--- config.mk ---
export PLATFORM = sky130hd
export DESIGN_NAME = seq_detector
export DESIGN_NICKNAME = d
export VERILOG_FILES = /design/src/rtl/seq_det_pkg.sv /design/src/rtl/seq_detector_sat_counter.sv /design/src/rtl/seq_detector.sv
export SDC_FILE = /design/constraint.sdc
export NUM_CORES = 1
export LEC_CHECK = 0
export CORE_MARGIN = 5
export CORE_UTILIZATION = 28
export CTS_BUF_LIST = sky130_fd_sc_hd__clkbuf_8 sky130_fd_sc_hd__clkbuf_16
export CTS_CLUSTER_SIZE = 20
export DETAILED_ROUTE_END_ITERATION = 10
export GPL_TIMING_DRIVEN = 0
export MAX_ROUTING_LAYER = met4
export PLACE_DENSITY = 0.57
export SKIP_LAST_GASP = 1
export SYNTH_ARGS = -nofsm -noshare
export SYNTH_HDL_FRONTEND = slang
export SYNTH_SLANG_ARGS = --single-unit
--- constraint.sdc ---
create_clock -name clk -period 2.2 [get_ports clk]
set_input_delay 0.44 -clock clk [delete_from_list [all_inputs] [get_ports clk]]
set_output_delay 0.44 -clock clk [all_outputs]
set_load 0.01 [all_outputs]
--- src/rtl/seq_det_pkg.sv ---
// Shared defaults and helpers for the serial pattern detector.
package seq_det_pkg;

   localparam int DEF_PAT_W = 4;
   localparam int DEF_CNT_W = 8;
   localparam logic [DEF_PAT_W-1:0] DEF_PAT = 4'b1101;

   // Fill counter must hold 0..pat_w-1.
   function automatic int fill_w(input int pat_w);
      return (pat_w <= 2) ? 1 : $clog2(pat_w);
   endfunction

endpackage

--- src/rtl/seq_detector_sat_counter.sv ---
// Saturating up-counter with synchronous clear; sat is high at all-ones.
module sat_counter #(
   parameter int W = 8
) (
   input  logic         clk,
   input  logic         n_rst,
   input  logic         clear,
   input  logic         inc,
   output logic [W-1:0] count,
   output logic         sat
);

   assign sat = &count;

   always_ff @(posedge clk or negedge n_rst) begin
      if (!n_rst)
         count <= '0;
      else if (clear)
         count <= '0;
      else if (inc && !sat)
         count <= count + W'(1);
   end

endmodule

--- src/rtl/seq_detector.sv ---
// Serial pattern detector: Mealy match flag on the bit that completes the
// programmable pattern, with overlap control and a saturating match counter.
module seq_detector
   import seq_det_pkg::*;
#(
   parameter int               PAT_W   = DEF_PAT_W,
   parameter int               CNT_W   = DEF_CNT_W,
   parameter logic [PAT_W-1:0] RST_PAT = PAT_W'(DEF_PAT)
) (
   input  logic             clk,
   input  logic             n_rst,
   input  logic             i,
   input  logic             i_valid,
   input  logic             pat_load,
   input  logic [PAT_W-1:0] pat_in,
   input  logic             overlap_en,
   input  logic             clear,
   output logic             o,
   output logic [CNT_W-1:0] match_count,
   output logic             count_sat
);

   localparam int             FW       = fill_w(PAT_W);
   localparam logic [FW-1:0]  FILL_MAX = FW'(PAT_W - 1);

   logic [PAT_W-1:0] pattern;
   logic [PAT_W-2:0] history;
   logic [FW-1:0]    fill;
   logic [PAT_W-1:0] window;
   logic             flush;

   // The candidate window includes the live input bit, so o has no register
   // between i and the match decision.
   assign window = {history, i};
   assign flush  = clear | pat_load;
   assign o      = i_valid & ~flush & (fill == FILL_MAX) & (window == pattern);

   always_ff @(posedge clk or negedge n_rst) begin
      if (!n_rst) begin
         pattern <= RST_PAT;
         history <= '0;
         fill    <= '0;
      end else begin
         if (pat_load)
            pattern <= pat_in;
         if (flush) begin
            history <= '0;
            fill    <= '0;
         end else if (i_valid) begin
            history <= window[PAT_W-2:0];
            // Non-overlap restarts the fill so the next match needs PAT_W fresh bits.
            if (o && !overlap_en)
               fill <= '0;
            else if (fill != FILL_MAX)
               fill <= fill + FW'(1);
         end
      end
   end

   sat_counter #(
      .W(CNT_W)
   ) u_match_cnt (
      .clk   (clk),
      .n_rst (n_rst),
      .clear (clear),
      .inc   (o),
      .count (match_count),
      .sat   (count_sat)
   );

endmodule

==> metrics.cfg <==
[timing]
slew_viol_final = 0
skew_ns = 0.00113
max_freq_ghz = 0.480
finalCriticalPeriod_ns = 2.08
holdWs_ns = 0.391
finalHoldViolCount = 0
fin_ws_ns = 0.118
tightest_slew_ns = 0.781
min_period_over_period_pct = 94.6
rsz0062_at_grt = no
finalSetupViolCount = 0
max_slew_margin_pct = 47.8

[floorplan]
start_util_pct = 29.6
core_area_mm2 = 0.00342
num_io_pins = 21
die_h_um = 70.1
chipWidth_um = 70.1
dieArea_mm2 = 0.00491
rows = 21

[routing]
drc = 0
dr.pass1.iters = 4
wl_met3_um = 114
drt-total-wl_mm = 2.19
dr.max_layer_used = met4
routed-wl-met2_mm = 1.05
wl_per_cell_um = 13.4
vias = 793
drt_iter0_markers = 23
vias_per_cell = 4.84
drtAntennaViolNets = 0
met1_length_mm = 1.01

[place]
gp_congestion = 0.844
dpl.hpwl_mm = 1.68
portBuffers = 18
pre_cts_slack_ns = -0.288

[synthesis]
async_flop_share_pct = 100
synth_top_area_share_pct = 34.7
synth_seq_cells = 17
synthesis.nets = 104
synth_flop_cell = dfrtp_1
synthTopCellsByArea = dfrtp_1 (35%), dfstp_2 (7.8%), mux2i_1 (5.9%)
synthesis.area_mm2 = 0.00101
synth_warnings = 0
synth_commonest_cells = dfrtp_1 (14), mux2i_1 (6), mux2_2 (5), nor2_1 (5)
postSynthAreaPerCell_um2 = 11.1
synth_edf_count = 0
yosys.area.top_type = dfrtp_1
yosysMostFrequentCell = dfrtp_1
ys_seq_area_share_pct = 42.5
ys_types = 39
netlist_instances = 91

[critical_path]
path_max_fanout = 5
crit_chain = clkdlybuf4s50_1, nor2_4, nand4_4, nor2_2, dlygate4sd2_1
slowest_delay_ns = 0.49
arrival_ns = 1.64
startpoint_type = primary input
cp-startpoint = clear
critPathRequiredTime_ns = 1.76
crit_family = buffers and inverters
cp.buffers_inverters = 2
endpoint_kind = output port
critPathSlowestCell = clkdlybuf4s50_1
reg2reg_from = pattern[2]
crit_type = in -> out

[grt]
grt_pass1_vias = 814
grt_pass1_wl_mm = 4.06
track_usage_pct = 10.5
grt_overflow_total = 0
grt_max_degree = 18
antenna_found_initial = 0

[clock_tree]
cts_tree = done
clk_pin_slew_ns = 0.07
htree_levels = 1
clk_latency_ns = 0.26
cts_sinks = 17
cts_buffers = 3
clockBufferDepth = 2
cts_root_buf = clkbuf_8

[pwr]
p_sw_w = 0.000163
p_leak_nw = 0.563
switching_share_pct = 24.6
ir_worst_vdd_uv = 401
clock_power_share_pct = 36.4
power_frac_seq_pct = 50.6
p_comb_share_pct = 13.1
internal-power_w = 0.000498
p_per_area_mw_per_mm2 = 495

[flow_run]
cap_violations = 0

[final_layout]
area_growth_pct = 32.3
nNetsFinal = 132
layout-drive-gt1-share_pct = 28.0
diodes = 0

[outcome]
status = completed

[worst_hold_path]
hp-start = pat_load
hp-class = in -> reg

==> worst paths after layout <==
kind	end	slack, ns	cells past startpoint
max	o	0.12	5
min	history[1]	0.39	2
min reg2reg	pattern[1]	0.53	1
min in group asynchronous	u_match_cnt.count[6]	0.64	1
max reg2reg	u_match_cnt.count[4]	0.36	5
max in group asynchronous	u_match_cnt.count[7]	1.08	1
==> metal layers <==
metal | vias up | track usage (%)
met4 | 0 | 2.77
met2 | 15 | 15.3
met3 | 4 | 3.73
met1 | 379 | 13.9
met5 | - | -
li1 | 395 | -
==> flip-flops by register name, summed over array words and instances, names as in the netlist <==
name               cells
u_match_cnt.count      8
pattern                4
history                3
fill                   2
==> final cells by class <==
| class | instances | area [µm²] |
|---|---|---|
| plain buffers | 5 | 36.3 |
| fillers | 358 | 2080 |
| inverters | 2 | 7.51 |
| clock buffers | 3 | 41.3 |
| well taps | 46 | 57.6 |
| multi-input cells | 67 | 542 |
| clock inverters | 1 | 7.51 |
| flip-flops and latches | 17 | 429 |
| repair buffers | 23 | 215 |
==> power groups by stage <==
stage	Combinational [W]	Clock [W]	Sequential (W)
floorplan	0.0000517	0	0.000339
global placement	0.0000816	0	0.000340
detailed placement	0.0000833	0	0.000340
CTS	0.0000876	0.000254	0.000334
global route	0.0000959	0.000264	0.000335
finish	0.0000863	0.000241	0.000334
==> logic make-up after synthesis <==
kind of cell / after synthesis / synth area share, %
buffers and inverters: 7 / 4.34
adders and majority gates: 2 / 2.48
DFF: 17 / 42.5
muxes: 11 / 11.5
and+or+nand+nor: 36 / 23.7
AOI/OAI and AO/OA: 14 / 10.2
xor gates and xnor gates: 4 / 5.33
==> placed cells by master, fill, tap and decap left out, types with 2 or more instances in the layout <==
cell / n
nor3_1: 3
buf_2: 2
buf_4: 5
nand3_1: 4
clkdlybuf4s50_1: 16
nand2_1: 4
mux2i_1: 6
xnor2_1: 3
and4_1: 2
dfstp_2: 3
nand2b_1: 3
buf_6: 2
nor2b_1: 2
o31ai_1: 3
dlygate4sd2_1: 2
dfrtp_1: 14
a31oi_1: 2
nor2_1: 4
nand4_1: 3
a21oi_1: 3
clkbuf_8: 3
mux2_2: 5
==> per-stage QoR <==
step	total power, W	setup TNS, ns	instances	cell area (µm²)	util [%]
after floorplan	0.000390	0	91	1010	-
after global placement	0.000421	-0.286	155	1250	36.5
after detailed placement	0.000424	-0.288	155	1250	36.5
after CTS	0.000676	0	164	1330	39.0
after global routing	0.000695	0	164	1340	39.1
final	0.000661	0	164	1340	39.1
==> what timing repair did <==
| item | in CTS | in global routing |
|---|---|---|
| buffers inserted | 5 | 0 |
| cloned | 0 | 0 |
| hold endpoints to repair | 0 | 0 |
| hold buffers | 0 | 0 |
| pin swaps | 1 | 0 |
| resized for setup | 3 | 1 |
| setup endpoints to repair | 2 | 1 |
(Power assumes the default switching activity.)
